## src/rtl/dmem_byte_arbiter_if.sv

```systemverilog
// Word-request / byte-memory bundle shared by the data-memory arbiter and its
// neighbours (CPU load/store path, host loader, byte-wide memory array).
interface dmem_byte_arbiter_if #(
   parameter int ADDR_W = 5
);
   logic              cpu_req;
   logic              cpu_we;
   logic [ADDR_W-1:0] cpu_addr;
   logic [31:0]       cpu_wdata;
   logic              cpu_ack;
   logic [31:0]       cpu_rdata;

   logic              host_req;
   logic              host_we;
   logic [ADDR_W-1:0] host_addr;
   logic [31:0]       host_wdata;
   logic              host_ack;
   logic [31:0]       host_rdata;

   logic              mem_en;
   logic              mem_we;
   logic [ADDR_W-1:0] mem_addr;
   logic [7:0]        mem_wdata;
   logic [7:0]        mem_rdata;

   logic              busy;
   logic              grant_host;

   // Arbiter side.
   modport slave (
      input  cpu_req, cpu_we, cpu_addr, cpu_wdata,
      output cpu_ack, cpu_rdata,
      input  host_req, host_we, host_addr, host_wdata,
      output host_ack, host_rdata,
      output mem_en, mem_we, mem_addr, mem_wdata,
      input  mem_rdata,
      output busy, grant_host
   );

   // Requesters plus the byte memory.
   modport master (
      output cpu_req, cpu_we, cpu_addr, cpu_wdata,
      input  cpu_ack, cpu_rdata,
      output host_req, host_we, host_addr, host_wdata,
      input  host_ack, host_rdata,
      input  mem_en, mem_we, mem_addr, mem_wdata,
      output mem_rdata,
      input  busy, grant_host
   );
endinterface

```

## src/rtl/dmem_byte_arbiter.sv

```systemverilog
// Round-robin arbiter giving the CPU and host word ports access to a byte-wide
// data memory; each word becomes four big-endian byte cycles (MSB at lowest address).
module dmem_byte_arbiter #(
   parameter int ADDR_W = 5
) (
   input  logic               clk,
   input  logic               reset,
   dmem_byte_arbiter_if.slave bus
);
   typedef enum logic [1:0] {
      IDLE = 2'd0,
      XFER = 2'd1,
      DONE = 2'd2
   } state_t;

   state_t            state_reg;
   logic [1:0]        byte_cnt_reg;
   logic              we_reg;
   logic [ADDR_W-1:0] addr_reg;
   logic [31:0]       wdata_reg;
   logic [31:0]       shadow_reg;
   logic              last_host_reg;
   logic              grant_host_reg;
   logic              busy_reg;
   logic              cpu_ack_reg;
   logic              host_ack_reg;
   logic [31:0]       cpu_rdata_reg;
   logic [31:0]       host_rdata_reg;
   logic              mem_en_reg;
   logic              mem_we_reg;
   logic [ADDR_W-1:0] mem_addr_reg;
   logic [7:0]        mem_wdata_reg;

   logic              grant_any;
   logic              pick_host;
   logic              sel_we;
   logic [ADDR_W-1:0] sel_addr;
   logic [31:0]       sel_wdata;
   logic [1:0]        byte_cnt_inc;
   logic [7:0]        wr_lane [4];
   logic [31:0]       cap_word;

   // On a tie the requester that did not own the previous transaction wins.
   assign grant_any    = bus.cpu_req | bus.host_req;
   assign pick_host    = bus.host_req & (~bus.cpu_req | ~last_host_reg);
   assign sel_we       = pick_host ? bus.host_we    : bus.cpu_we;
   assign sel_addr     = pick_host ? bus.host_addr  : bus.cpu_addr;
   assign sel_wdata    = pick_host ? bus.host_wdata : bus.cpu_wdata;
   assign byte_cnt_inc = byte_cnt_reg + 2'd1;

   // Lane gi is the byte at word offset gi, i.e. bits [31-8*gi -: 8].
   genvar gi;
   generate
      for (gi = 0; gi < 4; gi++) begin : g_lane
         assign wr_lane[gi] = wdata_reg[31-8*gi -: 8];
         assign cap_word[31-8*gi -: 8] = (byte_cnt_reg == 2'(gi)) ? bus.mem_rdata
                                                                  : shadow_reg[31-8*gi -: 8];
      end
   endgenerate

   always_ff @(posedge clk or posedge reset) begin
      if (reset) begin
         state_reg      <= IDLE;
         byte_cnt_reg   <= 2'd0;
         we_reg         <= 1'b0;
         addr_reg       <= '0;
         wdata_reg      <= 32'd0;
         shadow_reg     <= 32'd0;
         last_host_reg  <= 1'b1;
         grant_host_reg <= 1'b0;
         busy_reg       <= 1'b0;
         cpu_ack_reg    <= 1'b0;
         host_ack_reg   <= 1'b0;
         cpu_rdata_reg  <= 32'd0;
         host_rdata_reg <= 32'd0;
         mem_en_reg     <= 1'b0;
         mem_we_reg     <= 1'b0;
         mem_addr_reg   <= '0;
         mem_wdata_reg  <= 8'd0;
      end else begin
         case (state_reg)
            IDLE: begin
               if (grant_any) begin
                  state_reg      <= XFER;
                  byte_cnt_reg   <= 2'd0;
                  we_reg         <= sel_we;
                  addr_reg       <= sel_addr;
                  wdata_reg      <= sel_wdata;
                  grant_host_reg <= pick_host;
                  busy_reg       <= 1'b1;
                  mem_en_reg     <= 1'b1;
                  mem_we_reg     <= sel_we;
                  mem_addr_reg   <= sel_addr;
                  mem_wdata_reg  <= sel_wdata[31:24];
               end
            end
            XFER: begin
               if (!we_reg) begin
                  shadow_reg <= cap_word;
               end
               if (byte_cnt_reg == 2'd3) begin
                  state_reg  <= DONE;
                  mem_en_reg <= 1'b0;
                  mem_we_reg <= 1'b0;
                  // Read data goes out together with the ack, straight from the capture path.
                  if (grant_host_reg) begin
                     host_ack_reg <= 1'b1;
                     if (!we_reg) begin
                        host_rdata_reg <= cap_word;
                     end
                  end else begin
                     cpu_ack_reg <= 1'b1;
                     if (!we_reg) begin
                        cpu_rdata_reg <= cap_word;
                     end
                  end
               end else begin
                  byte_cnt_reg  <= byte_cnt_inc;
                  mem_addr_reg  <= addr_reg + ADDR_W'(byte_cnt_inc);
                  mem_wdata_reg <= wr_lane[byte_cnt_inc];
               end
            end
            DONE: begin
               cpu_ack_reg   <= 1'b0;
               host_ack_reg  <= 1'b0;
               last_host_reg <= grant_host_reg;
               busy_reg      <= 1'b0;
               state_reg     <= IDLE;
            end
            default: begin
               state_reg <= IDLE;
            end
         endcase
      end
   end

   assign bus.cpu_ack    = cpu_ack_reg;
   assign bus.cpu_rdata  = cpu_rdata_reg;
   assign bus.host_ack   = host_ack_reg;
   assign bus.host_rdata = host_rdata_reg;
   assign bus.mem_en     = mem_en_reg;
   assign bus.mem_we     = mem_we_reg;
   assign bus.mem_addr   = mem_addr_reg;
   assign bus.mem_wdata  = mem_wdata_reg;
   assign bus.busy       = busy_reg;
   assign bus.grant_host = grant_host_reg;
endmodule
```

## src/flat_wrapper.sv

```systemverilog
// flat-port wrapper written by rule: the top's interface ports become plain ports
module dmem_byte_arbiter_flat 
#(
   parameter int ADDR_W = 5
)
  (clk, reset, bus_cpu_req, bus_cpu_we, bus_cpu_addr, bus_cpu_wdata, bus_cpu_ack, bus_cpu_rdata, bus_host_req, bus_host_we, bus_host_addr, bus_host_wdata, bus_host_ack, bus_host_rdata, bus_mem_en, bus_mem_we, bus_mem_addr, bus_mem_wdata, bus_mem_rdata, bus_busy, bus_grant_host);
  dmem_byte_arbiter_if #(.ADDR_W(ADDR_W)) bus_i ();
  input  logic clk;
  input  logic reset;
  input wire logic [$bits(bus_i.cpu_req)-1:0] bus_cpu_req;
  input wire logic [$bits(bus_i.cpu_we)-1:0] bus_cpu_we;
  input wire logic [$bits(bus_i.cpu_addr)-1:0] bus_cpu_addr;
  input wire logic [$bits(bus_i.cpu_wdata)-1:0] bus_cpu_wdata;
  output wire logic [$bits(bus_i.cpu_ack)-1:0] bus_cpu_ack;
  output wire logic [$bits(bus_i.cpu_rdata)-1:0] bus_cpu_rdata;
  input wire logic [$bits(bus_i.host_req)-1:0] bus_host_req;
  input wire logic [$bits(bus_i.host_we)-1:0] bus_host_we;
  input wire logic [$bits(bus_i.host_addr)-1:0] bus_host_addr;
  input wire logic [$bits(bus_i.host_wdata)-1:0] bus_host_wdata;
  output wire logic [$bits(bus_i.host_ack)-1:0] bus_host_ack;
  output wire logic [$bits(bus_i.host_rdata)-1:0] bus_host_rdata;
  output wire logic [$bits(bus_i.mem_en)-1:0] bus_mem_en;
  output wire logic [$bits(bus_i.mem_we)-1:0] bus_mem_we;
  output wire logic [$bits(bus_i.mem_addr)-1:0] bus_mem_addr;
  output wire logic [$bits(bus_i.mem_wdata)-1:0] bus_mem_wdata;
  input wire logic [$bits(bus_i.mem_rdata)-1:0] bus_mem_rdata;
  output wire logic [$bits(bus_i.busy)-1:0] bus_busy;
  output wire logic [$bits(bus_i.grant_host)-1:0] bus_grant_host;
  assign bus_i.cpu_req = bus_cpu_req;
  assign bus_i.cpu_we = bus_cpu_we;
  assign bus_i.cpu_addr = bus_cpu_addr;
  assign bus_i.cpu_wdata = bus_cpu_wdata;
  assign bus_cpu_ack = bus_i.cpu_ack;
  assign bus_cpu_rdata = bus_i.cpu_rdata;
  assign bus_i.host_req = bus_host_req;
  assign bus_i.host_we = bus_host_we;
  assign bus_i.host_addr = bus_host_addr;
  assign bus_i.host_wdata = bus_host_wdata;
  assign bus_host_ack = bus_i.host_ack;
  assign bus_host_rdata = bus_i.host_rdata;
  assign bus_mem_en = bus_i.mem_en;
  assign bus_mem_we = bus_i.mem_we;
  assign bus_mem_addr = bus_i.mem_addr;
  assign bus_mem_wdata = bus_i.mem_wdata;
  assign bus_i.mem_rdata = bus_mem_rdata;
  assign bus_busy = bus_i.busy;
  assign bus_grant_host = bus_i.grant_host;
  dmem_byte_arbiter #(.ADDR_W(ADDR_W)) u_core (.clk(clk), .reset(reset), .bus(bus_i));
endmodule
```

## config.mk

```make
export PLATFORM = sky130hd
export DESIGN_NAME = dmem_byte_arbiter_flat
export DESIGN_NICKNAME = d
export VERILOG_FILES = /design/src/rtl/dmem_byte_arbiter_if.sv /design/src/rtl/dmem_byte_arbiter.sv /design/src/flat_wrapper.sv
export SDC_FILE = /design/constraint.sdc
export NUM_CORES = 1
export LEC_CHECK = 0
export BUFFER_PORTS_ARGS = -buffer_cell sky130_fd_sc_hd__clkbuf_2
export CORE_UTILIZATION = 45
export DETAILED_ROUTE_END_ITERATION = 12
export PLACE_DENSITY = 0.71
export RECOVER_POWER = 100
export SLEW_MARGIN = 10
export SYNTH_ARGS = -nofsm -noshare
export SYNTH_HDL_FRONTEND = slang
export SYNTH_SLANG_ARGS = --single-unit
```

## constraint.sdc

```tcl
create_clock -name clk -period 6.7 [get_ports clk]
set_clock_uncertainty 0.15 [all_clocks]
set_input_delay 1.34 -clock clk [delete_from_list [all_inputs] [get_ports clk]]
set_output_delay 1.34 -clock clk [all_outputs]
set_load 0.005 [all_outputs]
```

==> results.yml, run 1 <==
grt:
  grt_max_degree: 118
  grt_overflow: 0
  antenna_found_initial: 0
  grt_use_total: 0.201
  grt_pass1_wl_um: 24800
  grt_pass1_vias: 4894
critical_path:
  path_cells: "clkbuf_1, o21ai_0, clkbuf_1, nor2_1, a221o_1"
  crit_path_end_kind: "flop"
  crit_fanout: 79
  slowest_stage: "clkbuf_1"
  startpoint_type: "primary input"
  critPathMaxStageDelay_ps: 2040
  cp_common_cell: "clkbuf_1"
  required_ps: 6850
  worst_ep_arrival_time_ps: 4400
  r2r_cells: 5
  ff2ff_setup_slack_ps: 2730
  crit_type: "in -> reg"
  r2r_start: "u_core.byte_cnt_reg[0]"
  rr_endpoint: "u_core.bus.cpu_rdata[20]"
  cp_top_family: "buffers and inverters"
  crit_buf_inv: 2
placement:
  dpl_worst_slack_ps: 3180
  dp.final_hpwl_um: 10400
  io_buffers: 170
  place.gp.congestion: 0.756
synth:
  synth_compound_area_frac: 0.112
  synth.distinct_cells: 35
  synthMuxAreaShare: 0.185
  synthFlopType: "dfrtp_1"
  synth_seq_area_share: 0.573
  netlist.area_leader.share: 0.570
  synthCells: 585
  synth_top_family_by_area: "multiplexers"
  syn_area_per_cell_um2: 11.8
  yosysTopAreaCell: "dfrtp_1"
  async_reset_ff_frac: 1.00
  synth-adder-area-share: 0.0138
  ys_ff_latch: 158
  syn-cell-area_mm2: 0.00690
  ys_top_cells_by_area: "dfrtp_1 57%, mux2i_1 10%, mux2_2 5.7%"
  synthesis.nets: 680
  synth_edf_count: 0
  yosysWarnings: 0
  synth-simple-area-share: 0.0724
  synth-xor-area-share: 0.00381
pwr:
  ir_drop_mv: 0.239
  powerDensity_mw_per_mm2: 501
  p_leak_uw: 0.00395
route:
  ant_nets: 0
  viasPerCell: 5.23
  drcViolationCount: 0
  vias: 4882
  wl_um: 15000
  dr.pass1.iters: 4
  drtIter0Drc: 232
  drt-wirelength-per-cell_um: 16.1
timing:
  hold_violations: 0
  worst_slew_pin_slew_ps: 2840
  drv_slew: 210
  min_period_over_period: 0.634
  finalSetupTns_ps: 0
  setup_ws_ps: 2450
  rsz0062_at_grt: "false"
  relSlewSlack: -0.895
  finalCriticalPeriod_ps: 4250
  fmax_ghz: 0.235
  finalSetupViolations: 0
clock_network:
  ctsResizeCount: 0
  postCtsSetupBuffers: 0
  htree_num_levels: 4
  clk_latency_ps: 420
  cts_made_buffers: 17
  clockBufferDepth: 2
  cts.reportedPaths.clkPinSlew_ps: 60
  cts_root_buffer: "clkbuf_16"
  clock-sinks: 158
  tritoncts: "done"
  ctsHoldBuffers: 0
layout:
  drive_gt1_frac: 0.276
  diodes: 0
  final_net_count: 832
  nFillCells: 1297
  area_growth_syn_to_layout_pct: 19.9
  final_cell_mix: "157 x dfrtp_1, 127 x clkbuf_2, 70 x mux2i_1"
  final_common_cell: "dfrtp_1"
  multi_input_area_mm2: 0.00266
  final-seq-area_mm2: 0.00396
status:
  violations: "capacitance limit, slew limit"
  status: "complete, but fails checks"
die:
  boundaryPins: 171
  start_util: 0.468
  std_cell_rows: 44
  die_area_mm2: 0.0158
  fp.dieW_um: 126
  die_h_um: 126
  coreArea_mm2: 0.0148
min_path:
  hold_path.startpoint: "u_core.wdata_reg[11]"
  hold_end: "u_core.wdata_reg[11]"
  hold_path.class: "reg -> reg"
  holdPathStages: 2
run:
  cap_violations: 4
==> synthesized netlist by cell type (2+ instances only) <==
| library cell | count |
|---|---|
| nand2_1 | 66 |
| clkbuf_1 | 9 |
| inv_1 | 8 |
| ha_1 | 6 |
| buf_2 | 16 |
| mux4_2 | 8 |
| a221o_1 | 9 |
| xor2_1 | 2 |
| buf_4 | 5 |
| nand3_1 | 2 |
| mux2_2 | 35 |
| nor2_1 | 49 |
| a31o_2 | 2 |
| buf_6 | 7 |
| and3_1 | 3 |
| a22o_1 | 2 |
| o31ai_1 | 2 |
| a21oi_1 | 33 |
| nand2b_1 | 2 |
| o21ai_0 | 63 |
| a21o_1 | 14 |
| a211oi_1 | 3 |
| dfrtp_1 | 157 |
| clkbuf_2 | 2 |
| mux2i_1 | 70 |
==> report_power, final <==
| group | switching, µW | internal (µW) | total, µW |
|---|---|---|---|
| clock network | 386 | 548 | 934 |
| logic | 757 | 740 | 1500 |
| registers | 287 | 1430 | 1710 |
==> area by class of cell <==
type	instances	share of cell area
flip-flops and latches	158	0.478
well taps	184	0.0278
multi-input cells	379	0.322
inverters	8	0.00424
repair buffers	173	0.0982
clock buffers	18	0.0519
clock inverters	14	0.0176
==> through the flow <==
step / total power [µW] / cell area (µm²) / util / std cells / hold slack [ps]
2_1_floorplan: 2750 / 6900 / - / 585 / 295
3_3_place_gp: 3200 / 7790 / 0.528 / 902 / 306
5_1_grt: 4460 / 8270 / 0.560 / 934 / 342
3_5_place_dp: 3280 / 7790 / 0.528 / 902 / 315
4_1_cts: 4230 / 8370 / 0.567 / 934 / 329
6_report: 4140 / 8270 / 0.560 / 934 / 324
==> worst max path at each step <==
stage | start | to | slack [ps] | cells after the start
after detailed placement | u_core.byte_cnt_reg[0] | u_core.bus.host_rdata[11] | 3180 | 5
after global placement | u_core.byte_cnt_reg[0] | u_core.bus.host_rdata[17] | 3310 | 4
after CTS | u_core.byte_cnt_reg[0] | u_core.bus.host_rdata[11] | 3160 | 5
after global routing | bus_cpu_req | u_core.bus.mem_wdata[6] | 2060 | 5
after floorplan | reset | u_core.addr_reg[0] | 950 | 1
final | bus_cpu_req | u_core.bus.mem_wdata[6] | 2450 | 5
==> worst min-delay path, cell delays in order, from the launching register on <==
cell	delay [ps]
dfrtp_1	340
nand2_1	40
o21ai_0	60
==> metal layers <==
metal | part of all wire | global-route usage | vias up
met4 | 0.014 | 0.0744 | 0
li1 | - | - | 2349
met5 | 0 | 0 | -
met1 | 0.46 | 0.265 | 2345
met3 | 0.060 | 0.0531 | 20
met2 | 0.47 | 0.322 | 168
==> kinds of logic after synthesis <==
logic type | after synthesis
DFF | 158
muxes | 113
buffers and inverters | 48
xor gates and xnor gates | 3
adders and majority gates | 7
AOI/OAI and AO/OA | 131
and+or+nand+nor | 125
No activity file was read; power rests on OpenSTA's default activity.
==> run 2, diff against run 1 <==
- clock period: 6.7 -> 4.2 ns (I/O delays scaled with it)
==> results.yml, run 2 (synthesis results as in run 1) <==
clock_network:
  htree_num_levels: 4
  cts_root_buffer: "clkbuf_16"
  cts_made_buffers: 17
  clock-sinks: 158
  cts.reportedPaths.clkPinSlew_ps: 60
  ctsResizeCount: 0
  clk_latency_ps: 410
  postCtsSetupBuffers: 0
  tritoncts: "done"
  ctsHoldBuffers: 0
  clockBufferDepth: 2
route:
  ant_nets: 0
  viasPerCell: 5.29
  drcViolationCount: 0
  drtIter0Drc: 199
  wl_um: 15000
  drt-wirelength-per-cell_um: 16.0
  vias: 4965
  dr.pass1.iters: 5
timing:
  rsz0062_at_grt: "false"
  relSlewSlack: -0.679
  finalCriticalPeriod_ps: 3240
  setup_ws_ps: 965
  min_period_over_period: 0.770
  hold-worst-slack_ps: 325
  finalSetupTns_ps: 0
  finalSetupViolations: 0
  hold_violations: 0
  drv_slew: 69
  worst_slew_pin_slew_ps: 2500
  fmax_ghz: 0.309
die:
  fp.dieW_um: 126
  die_h_um: 126
  std_cell_rows: 44
  die_area_mm2: 0.0158
  start_util: 0.468
  boundaryPins: 171
  coreArea_mm2: 0.0148
critical_path:
  crit_type: "in -> reg"
  worst_ep_arrival_time_ps: 3270
  startpoint_type: "primary input"
  crit_fanout: 21
  r2r_start: "u_core.state_reg[0]"
  required_ps: 4240
  cp-startpoint: "bus_cpu_req"
  crit_path_end_kind: "flop"
pwr:
  powerDensity_mw_per_mm2: 803
  fin_total_pwr_uw: 6740
  p_leak_uw: 0.00403
  ir_drop_mv: 0.332
layout:
  final_cell_mix: "157 x dfrtp_1, 146 x clkbuf_2, 70 x mux2i_1"
  final_common_cell: "dfrtp_1"
  diodes: 0
  multi_input_area_mm2: 0.00269
  area_growth_syn_to_layout_pct: 21.6
  final_net_count: 836
  drive_gt1_frac: 0.302
  nFillCells: 1269
  final_cells: 938
  final-seq-area_mm2: 0.00396
grt:
  grt_max_degree: 81
  grt_pass1_vias: 5009
  grt_pass1_wl_um: 24900
  antenna_found_initial: 0
  grt_overflow: 0
  grt_use_total: 0.202
status:
  status: "complete, but fails checks"
  violations: "capacitance limit, slew limit"
placement:
  io_buffers: 170
  dp_cells: 906
  dpl_worst_slack_ps: 1210
  place.gp.congestion: 0.763
  dp.final_hpwl_um: 10600
min_path:
  hold_path.startpoint: "u_core.bus.mem_en"
  hold_path.class: "reg -> reg"
run:
  cap_violations: 2
## run 2: cell count changes in the layout (fill, tap and decap cells not counted), sizes merged
cell,previous run,this run
clkinv,10,3
clkinvlp,1,4
bufinv,2,3
buf,1,2
clkbuf,190,196
## run 2: routing by layer
layer,global-route usage,share of wire,wire length [µm]
met1,0.259,0.45,6760
met2,0.338,0.48,7260
met3,0.0497,0.053,795
met4,0.0631,0.011,161
met5,0,0,0
## run 2: area by class of cell
type                            instances  area share
Timing Repair Buffer                  177       0.103
Inverter                                8     0.00373
Tap cell                              184      0.0274
Clock inverter                         11      0.0186
Multi-Input combinational cell        379       0.320
Sequential cell                       158       0.472
Clock buffer                           21      0.0549
## run 2: stage by stage
step                      cell area [µm²]   util
after floorplan                      6900      -
after global placement               7850  0.532
after detailed placement             7850  0.532
after CTS                            8470  0.574
after global routing                 8390  0.569
final                                8390  0.569
## run 2: worst paths after layout
| path | slack, ps | cells after the start | to |
|---|---|---|---|
| max reg2reg | 960 | 2 | u_core.bus.mem_addr[4] |
| max in group asynchronous | 1250 | 3 | u_core.shadow_reg[28] |
| min | 320 | 2 | u_core.bus.mem_en |
| min in group asynchronous | 810 | 2 | u_core.bus.host_rdata[27] |
| min reg2reg | 320 | 2 | u_core.bus.mem_en |
| max | 960 | 3 | u_core.bus.mem_addr[4] |
## run 2: critical path: stages
cell and delay [ps]:
clkbuf_2 150, o31ai_1 1960, o21ai_0 320
## run 2: power by group
group	leakage (µW)	internal, µW	total [µW]	switching (µW)
logic	0.00189	1200	2410	1210
registers	0.00185	2270	2740	467
clock network	0.000290	973	1580	611
total	0.00403	4450	6740	2290
==> run 3, diff against run 2 <==
- ABC_AREA: default -> 1
- PLACE_DENSITY: 0.71 -> 0.73
- clock period: 4.2 -> 2.63 ns (I/O delays scaled with it)
==> results.yml, run 3 <==
layout:
  area_growth_syn_to_layout_pct: 20.1
  final_net_count: 1147
  post-route-cell-area_mm2: 0.00885
  diodes: 0
  final_cell_mix: "278 x nand2_1, 156 x dfrtp_1, 129 x o21ai_0"
  drive_gt1_frac: 0.163
  final_common_cell: "nand2_1"
pwr:
  switchingPower_uw: 4730
  powerDensity_mw_per_mm2: 1300
  p_leak_uw: 0.00426
  power.share.combinational: 0.412
  clock_power_share: 0.225
  power_frac_seq: 0.362
  p_sw_frac: 0.410
  ir_drop_mv: 0.654
  internal_power_uw: 6800
route:
  wl_um: 19600
  viasPerCell: 5.15
  dr.pass1.iters: 5
  drcViolationCount: 0
  ant_nets: 0
  drt-wirelength-per-cell_um: 15.3
  vias: 6600
  drtIter0Drc: 474
synth:
  synth_common_cells: "275 x nand2_1, 157 x dfrtp_1, 108 x o21ai_0"
  async_reset_ff_frac: 1.00
  synth_seq_area_share: 0.537
  synthesis.nets: 996
  synth.distinct_cells: 26
  netlist.area_leader.share: 0.533
  ys_ff_latch: 158
  yosysWarnings: 0
  syn-cell-area_mm2: 0.00737
  yosysTopAreaCell: "dfrtp_1"
  ys_top_cells_by_area: "dfrtp_1 53%, nand2_1 14%, o21ai_0 7.3%"
  synthFlopType: "dfrtp_1"
  synth_edf_count: 0
  yosysMostFrequentCell: "nand2_1"
  syn_area_per_cell_um2: 8.18
  synthCells: 901
critical_path:
  crit_fanout: 23
  r2r_start: "u_core.byte_cnt_reg[0]"
  crit_path_end_kind: "flop"
  crit_type: "reg -> reg"
  rr_endpoint: "u_core.bus.host_rdata[3]"
  required_ps: 2840
  startpoint_type: "flop"
  ff2ff_setup_slack_ps: 270
  r2r_cells: 8
  worst_ep_arrival_time_ps: 2570
die:
  fp.dieW_um: 130
  start_util: 0.462
  die_area_mm2: 0.0169
  die_h_um: 130
  coreArea_mm2: 0.0159
  boundaryPins: 171
  std_cell_rows: 46
grt:
  antenna_found_initial: 0
  grt_pass1_vias: 6270
  grt_overflow: 0
  grt_max_degree: 104
  grt_pass1_wl_um: 31300
  grt_use_total: 0.243
min_path:
  holdPathStages: 3
  hold_end: "u_core.wdata_reg[4]"
  hold_path.class: "in -> reg"
  hold_path.startpoint: "bus_host_wdata[4]"
clock_network:
  clock-sinks: 158
  tritoncts: "done"
  cts_made_buffers: 17
  cts.reportedPaths.clkPinSlew_ps: 70
  htree_num_levels: 4
  clockBufferDepth: 2
  cts_root_buffer: "clkbuf_16"
  clk_latency_ps: 430
placement:
  placed_area_mm2: 0.00834
  io_buffers: 170
  place.gp.congestion: 0.810
  dp.final_hpwl_um: 13200
timing:
  drv_slew: 0
  hold_violations: 0
  fmax_ghz: 0.424
  finalCriticalPeriod_ps: 2360
  finalSetupViolations: 0
  relSlewSlack: 0.311
  min_period_over_period: 0.897
  worst_slew_pin_slew_ps: 1030
  hold-worst-slack_ps: 201
  rsz0062_at_grt: "false"
run:
  cap_violations: 0
status:
  status: "finished clean"
-- run 3: what timing repair did --
item,CTS,global route
hold buffers,1,0
endpoints found under the hold margin,9,0
gates resized for setup,0,0
setup buffers,0,0
-- run 3: cells by family (layout without fill, tap and decap cells) --
logic type,count (synthesis),after routing,synth area share
AO/OA/AOI/OAI,205,205,0.149
adder cells (fa/ha/maj),7,7,0.0129
flip-flops,158,158,0.537
AND/OR/NAND/NOR,394,394,0.217
buffers and inverters,137,301,0.0842
-- run 3: per-layer routing --
layer  track usage  part of all wire
met3        0.0566             0.061
met5             0                 0
met4        0.0889             0.023
met1         0.315              0.44
met2         0.399              0.47
-- run 3: power by group through the flow --
stage	combinational (µW)	sequential, µW	clock, µW
finish	4760	4180	2600
detailed placement	4910	4230	0
CTS	4950	4190	2630
global placement	4780	4190	0
global route	5440	4310	2740
floorplan	3270	4170	0
-- run 3: final cells by class --
type,instances,area (µm²)
fillers,1542,7090
flip-flops and latches,158,3960
multi-input cells,606,2780
repair buffers,187,922
clock buffers,18,439
inverters,82,309
well taps,216,270
clock inverters,14,180
-- run 3: critical path, stage by stage, from the launching register on --
cell and delay (ps):
dfrtp_1 360, ha_1 170, inv_1 80, nor2_4 140
nand2_1 90, nor2_2 790, clkbuf_2 340, nand2_1 80
nand2_1 80
-- run 3: worst max path at each step --
stage,cells past startpoint,endpoint,from,slack [ps]
3_3_place_gp,8,u_core.bus.host_rdata[2],u_core.byte_cnt_reg[1],420
2_1_floorplan,1,u_core.addr_reg[0],reset,-50
3_5_place_dp,8,u_core.bus.host_rdata[3],u_core.byte_cnt_reg[1],320
4_1_cts,8,u_core.bus.host_rdata[3],u_core.byte_cnt_reg[1],300
5_1_grt,8,u_core.bus.host_rdata[3],u_core.byte_cnt_reg[0],110
6_report,8,u_core.bus.host_rdata[3],u_core.byte_cnt_reg[0],270
-- run 3: stage by stage --
| stage | power [µW] | cells | setup WS [ps] | utilization | TNS [ps] |
|---|---|---|---|---|---|
| after floorplan | 7440 | 901 | -46.1 | - | -7230 |
| after global placement | 8980 | 1248 | 418 | 0.523 | 0 |
| after detailed placement | 9140 | 1248 | 319 | 0.523 | 0 |
| after CTS | 11800 | 1281 | 302 | 0.563 | 0 |
| after global routing | 12500 | 1281 | 112 | 0.555 | 0 |
| final | 11500 | 1281 | 270 | 0.555 | 0 |
